===== config.mk =====
export PLATFORM = sky130hd
export DESIGN_NAME = ssd_scan_ctrl
export DESIGN_NICKNAME = d
export VERILOG_FILES = /design/src/rtl/ssd_scan_ctrl.sv
export SDC_FILE = /design/constraint.sdc
export NUM_CORES = 1
export LEC_CHECK = 0
export ABC_CLOCK_PERIOD_IN_PS = 2770
export BUFFER_PORTS_ARGS = -buffer_cell sky130_fd_sc_hd__buf_4
export CAP_MARGIN = 20
export CORE_ASPECT_RATIO = 0.5
export CORE_MARGIN = 8
export CORE_UTILIZATION = 52
export CTS_BUF_LIST = sky130_fd_sc_hd__clkbuf_4 sky130_fd_sc_hd__clkbuf_8 sky130_fd_sc_hd__clkbuf_16
export CTS_CLUSTER_DIAMETER = 30
export DETAILED_ROUTE_END_ITERATION = 7
export PLACE_DENSITY = 0.82
export SYNTH_ARGS = -nofsm -noshare
export SYNTH_HDL_FRONTEND = slang
export SYNTH_SLANG_ARGS = --single-unit

===== constraint.sdc =====
create_clock -name clk -period 2.77 [get_ports clk]
set_clock_uncertainty 0.1 [all_clocks]
set_input_delay 0.554 -clock clk [delete_from_list [all_inputs] [get_ports clk]]
set_output_delay 0.554 -clock clk [all_outputs]
set_load 0.01 [all_outputs]

===== src/rtl/ssd_scan_ctrl.sv =====
// Seven-segment scan controller: time-multiplexes NUM_DIGITS digits with per-slot blanking and frame-aligned updates.
// Optional leading-zero blanking is enabled by defining SSD_LZB_EN.
module ssd_scan_ctrl #(
  parameter int NUM_DIGITS  = 4,
  parameter int REFRESH_DIV = 50000,
  parameter int BLANK_CYC   = 4
) (
  input  logic                    clk,
  input  logic                    rst,
  input  logic                    upd_valid,
  input  logic [4*NUM_DIGITS-1:0] upd_data,
  output logic                    upd_ready,
  output logic [3:0]              digit_bcd,
  output logic [NUM_DIGITS-1:0]   an,
  output logic                    frame_sync
);

  localparam int DIV_W = $clog2(REFRESH_DIV);
  localparam int IDX_W = $clog2(NUM_DIGITS);
  localparam logic [DIV_W-1:0] DIV_LAST  = DIV_W'(REFRESH_DIV - 1);
  localparam logic [DIV_W-1:0] BLANK_END = DIV_W'(BLANK_CYC);
  localparam logic [IDX_W-1:0] IDX_LAST  = IDX_W'(NUM_DIGITS - 1);

  logic [DIV_W-1:0]        div_cnt;
  logic [IDX_W-1:0]        idx;
  logic [4*NUM_DIGITS-1:0] disp_reg;
  logic [4*NUM_DIGITS-1:0] pend_reg;
  logic                    pend_flag;
  logic                    slot_end;
  logic                    frame_end;
  logic                    accept;
  logic [NUM_DIGITS-1:0]   lit;

  assign slot_end  = (div_cnt == DIV_LAST);
  assign frame_end = slot_end && (idx == IDX_LAST);
  assign accept    = upd_valid && !pend_flag;

  always_ff @(posedge clk or posedge rst) begin
    if (rst) begin
      div_cnt   <= '0;
      idx       <= '0;
      disp_reg  <= '0;
      pend_reg  <= '0;
      pend_flag <= 1'b0;
    end else begin
      div_cnt <= slot_end ? '0 : div_cnt + 1'b1;
      if (slot_end)
        idx <= (idx == IDX_LAST) ? '0 : idx + 1'b1;
      // A pending transfer holds upd_ready low, so the accept branch can only
      // fire on a frame_end when nothing was pending; it then waits a frame.
      if (frame_end && pend_flag) begin
        disp_reg  <= pend_reg;
        pend_flag <= 1'b0;
      end else if (accept) begin
        pend_reg  <= upd_data;
        pend_flag <= 1'b1;
      end
    end
  end

`ifdef SSD_LZB_EN
  logic zero_run;
  always_comb begin
    lit      = '1;
    zero_run = 1'b1;
    for (int k = NUM_DIGITS - 1; k > 0; k--) begin
      zero_run = zero_run && (disp_reg[4*k +: 4] == 4'h0);
      lit[k]   = !zero_run;
    end
  end
`else
  assign lit = '1;
`endif

  always_comb begin
    an = '1;
    if (div_cnt >= BLANK_END && lit[idx])
      an[idx] = 1'b0;
  end

  assign digit_bcd  = disp_reg[4*idx +: 4];
  assign upd_ready  = !pend_flag;
  assign frame_sync = frame_end;

endmodule


======== Word-level counts from Yosys, hierarchy flattened ========
Index checks and enable logic that the tools add are counted.
storage, ports and cells
  register bits ........................... 51
  input bits .............................. 19
  output and inout port bits .............. 10
  word-level logic and storage cells ...... 32
operators by class
  add/sub/neg operators ................... 2
  $lt $le $gt $ge ......................... 3
  equal/unequal tests ..................... 2
  shifts and indexed selects .............. 1
  muxes and demuxes ....................... 9
  bitwise operators ....................... 2
  reductions and logical operators ........ 8
operators by type and width
  cell                                                                          count
  16-bit by 1-bit adder with 16-bit output, second input constant               1
  16-bit == test, second input constant                                         1
  16-bit by 3-bit >= comparator with 1-bit output, second input constant        1
  16-bit two-way mux                                                            1
  16-bit by 5-bit variable part select with 4-bit output                        1
  1-bit logical AND                                                             5
  1-bit two-way mux                                                             4
  4-bit two-way mux                                                             1
  4-bit inverter                                                                1
  2-bit by 3-bit less-than comparator with 1-bit output, second input constant  1
  2-bit by 1-bit adder with 2-bit output, second input constant                 1
  1-bit binary-select mux with 2-bit select                                     1
  1-bit demux with 2-bit select                                                 1
  2-bit == test, second input constant                                          1
  2-bit by 1-bit >= comparator with 1-bit output, second input constant         1
  2-bit two-way mux                                                             1
  2-bit AND reduction                                                           1
  2-bit nonzero test                                                            1
  1-bit logical NOT                                                             1
  1-bit inverter                                                                1

======== Logic depth before layout (Yosys ltp) ========
  depth after elaboration ................. 6
  mapped depth ............................ 8
  mapped depth without buffers ............ 5

======== Least setup slack after synthesis ========
OpenSTA, ideal clock, no wires.
  path type ............................... reg-to-reg
  start ................................... register div_cnt[0]
  end ..................................... register disp_reg[0]
  setup time .............................. 125 ps
  data arrival time ....................... 1859 ps
  data required time ...................... 2545 ps
  path slack .............................. 686 ps
  cell stages (with the launch flop) ...... 9
  path buffers ............................ 3
  clock period less this slack ............ 2084 ps
  path through ............................ dfrtp_1 ha_1 and4_1 and4_1 buf_6 and3_4 buf_8 buf_12 mux2_4
between the ends
  longest elaborated chain between the ends .. 3
ends and longest elaborated chain
  item                    line  text
  from (decl)             24    logic [DIV_W-1:0] div_cnt;
  from (signal assigned)  46    div_cnt <= slot_end ? '0 : div_cnt + 1'b1;
  16-bit == test          34    assign slot_end = (div_cnt == DIV_LAST);
  1-bit logical AND       35    assign frame_end = slot_end && (idx == IDX_LAST);
  1-bit logical AND       51    if (frame_end && pend_flag) begin
  to (signal assigned)    52    disp_reg <= pend_reg;
  to (decl)               26    logic [4*NUM_DIGITS-1:0] disp_reg;
No other way between the ends.
A chain may end at the register's enable or synchronous reset.

======== Final worst setup path ========
  start ................................... register div_cnt[0]
  end ..................................... output port frame_sync
between the ends
  longest elaborated chain between the ends .. 2
ends and longest elaborated chain
  item               line  text
  16-bit == test     34
  1-bit logical AND  35
  to (decl)          15    output logic frame_sync
No other way between the ends.

==> metrics <==
Yosys cell types=30; cell taking the most area after synthesis=dfrtp_1; pwr dens=477 nW/um2; Die Y=64.0 um; worst path required time=2120 ps; # rows=17; port buffer count=28; ANT cells=0; setup_tns=0 ps; Post-CTS Setup Bufs=0; CP delay by family, top=simple AND/OR/NAND/NOR gates; most common cell after layout, fill and taps aside=dfrtp_1; most used cell, CP=and4_1; CTS clk-pin slew, worst paths=90 ps; synth top area cells=dfrtp_1 53%, mux2_2 11%, mux2_4 5.6%; CP Data Arrival Time=1870 ps; clk_lat worst skew=300 ps; CTS root buf=clkbuf_8; RSZ-0062 raised after global routing=no; status=finished, final reports clean; routed via count=1442; slowest cell on the critical path=dfrtp_1; Placed Cells incl. Taps=260; Initial DRC Count=90; worst-margin pin slew=393 ps; max-cap violation count=0; register area share after synthesis=53.3%; H-Tree Depth=2; WL final=4260 um; post-synth net total=207; gr ovfl total=0; Final Power=1300 uW; minimum clock period=2520 ps; Die Span X=112 um; global-route usage over all layers=12.5%; largest stage delay on the critical path=440 ps; Final Hold Vio Count=0; Initial Util=54.3%; final instance area=2720 um2; Core Area=4400 um2; maximum VDD drop=0.280 mV; Die Area=7160 um2; ratio of cells with drive above 1 in the final layout=38.9%; initial antenna violation count=0; largest net degree at the start of global routing=52; max-slew violations=0; Setup violations, final=0; CTS Buf Count=5; clk sink count=51; clock buffer depth=2; post-DP HPWL=3050 um; Post-Synthesis Cells=182; routed len/inst=15.9 um; worst-path cell chain=ha_1 > and4_1 > and4_1 > and2_2 > buf_4; nets=235; final worst-path cycle share=91.0%; Fmax=397 MHz; number of global-route vias before repair=1594; CP Max Fanout=8; syn_area_per_cell=13.1 um2; P&R area growth vs syn=13.7%; FILL cells=315; DRC errors left=0; GP Congestion=0.918; commonest non-fill, non-tap cells in the layout=51 x dfrtp_1, 29 x buf_4, 23 x mux2_2; relative slew slack=73.6%; Antenna Nets Post-Route=0; Yosys warning count=0; CTS tree=yes; I/O pins=29; Worst Path Buf+Inv=1; type of the most critical hold path=input pin to asynchronous set/reset pin; Area after DPL=2620 um2; CP endpoint kind=output pin; Lkg Pwr=0.00126 uW; DRT Pass-1 Iters=4; final non-filler cell total=268; #FFs+latches synth=51; Post-CTS Resized=0; CP Launch Type=flop; DR vias/cell=5.38; hold buffers post-CTS=0; Yosys top cell area share=53.3%; WS Path Type=flop to output pin; first-pass GRT wire length=7350 um; mapped cell area=2390 um2
==> layer usage <==
layer  routed length, um  vias up  share of wire [%]  GRT usage [%]
met4                  53        0                1.2           5.90
met1                1820      712                 43           13.8
met2                2230       42                 52           22.6
met5                   0        -                  0              0
li1                    -      682                  -              -
met3                 158        6                3.7           3.18
==> where the power goes <==
part | switching, uW | internal [uW]
Combinational | 24.3 | 39.0
Sequential | 15.1 | 771
Clock | 245 | 204
==> cells in the mapped netlist, drive strengths merged <==
cell type / n
dfrtp: 51
mux2: 32
nor2: 14
nand2: 10
xnor2: 9
inv: 8
ha: 6
nand4: 6
buf: 5
nand3: 5
nor3: 5
nor4: 5
xor2: 5
and4: 4
clkbuf: 4
mux4: 4
and3: 3
o21ai: 2
and2: 1
and2b: 1
nor2b: 1
or2: 1
==> through the flow <==
step / util [%] / worst slack (ps) / hold slack, ps
global placement: 59.5 / 626 / 385
global route: 61.8 / 174 / 201
detailed placement: 59.5 / 528 / 395
CTS: 61.8 / 253 / 193
finish: 61.8 / 249 / 183
floorplan: - / 686 / 365
==> layout make-up <==
type                            instances  area (um2)  share of cell area [%]
Clock inverter                          2        16.3                   0.598
Multi-Input combinational cell        114        1010                    37.0
Inverter                                8        30.0                    1.10
Timing Repair Buffer                   30         238                    8.74
Clock buffer                            6        82.6                    3.04
Tap cell                               57        71.3                    2.62
Sequential cell                        51        1280                    46.9
==> path summary, 6_finish.rpt <==
check                              from            to  slack (ps)  cells past startpoint
setup / recovery             div_cnt[0]    frame_sync         250                      5
hold / removal                      rst    div_cnt[2]         180                      3
setup reg to reg             div_cnt[5]  disp_reg[14]         500                      4
hold reg to reg             pend_reg[6]   disp_reg[6]         410                      1
max in group asynchronous           rst  pend_reg[15]        2150                      3
min in group clk           upd_data[11]  pend_reg[11]         380                      2
==> worst register-to-register path, stage by stage (launching register included) <==
cell and delay (ps):
dfrtp_1 480, nor4_4 360, and4_1 420, and3_4 430, mux2_2 380
==> kinds of logic after synthesis <==
kind of cell,synth area share [%]
AND/OR/NAND/NOR,13.1
flip-flops,53.3
multiplexers,20.2
buffers and inverters,4.60
XOR/XNOR,5.13
adder cells (fa/ha/maj),3.14
AO/OA/AOI/OAI,0.418
Power figures use the tool's default switching activity.
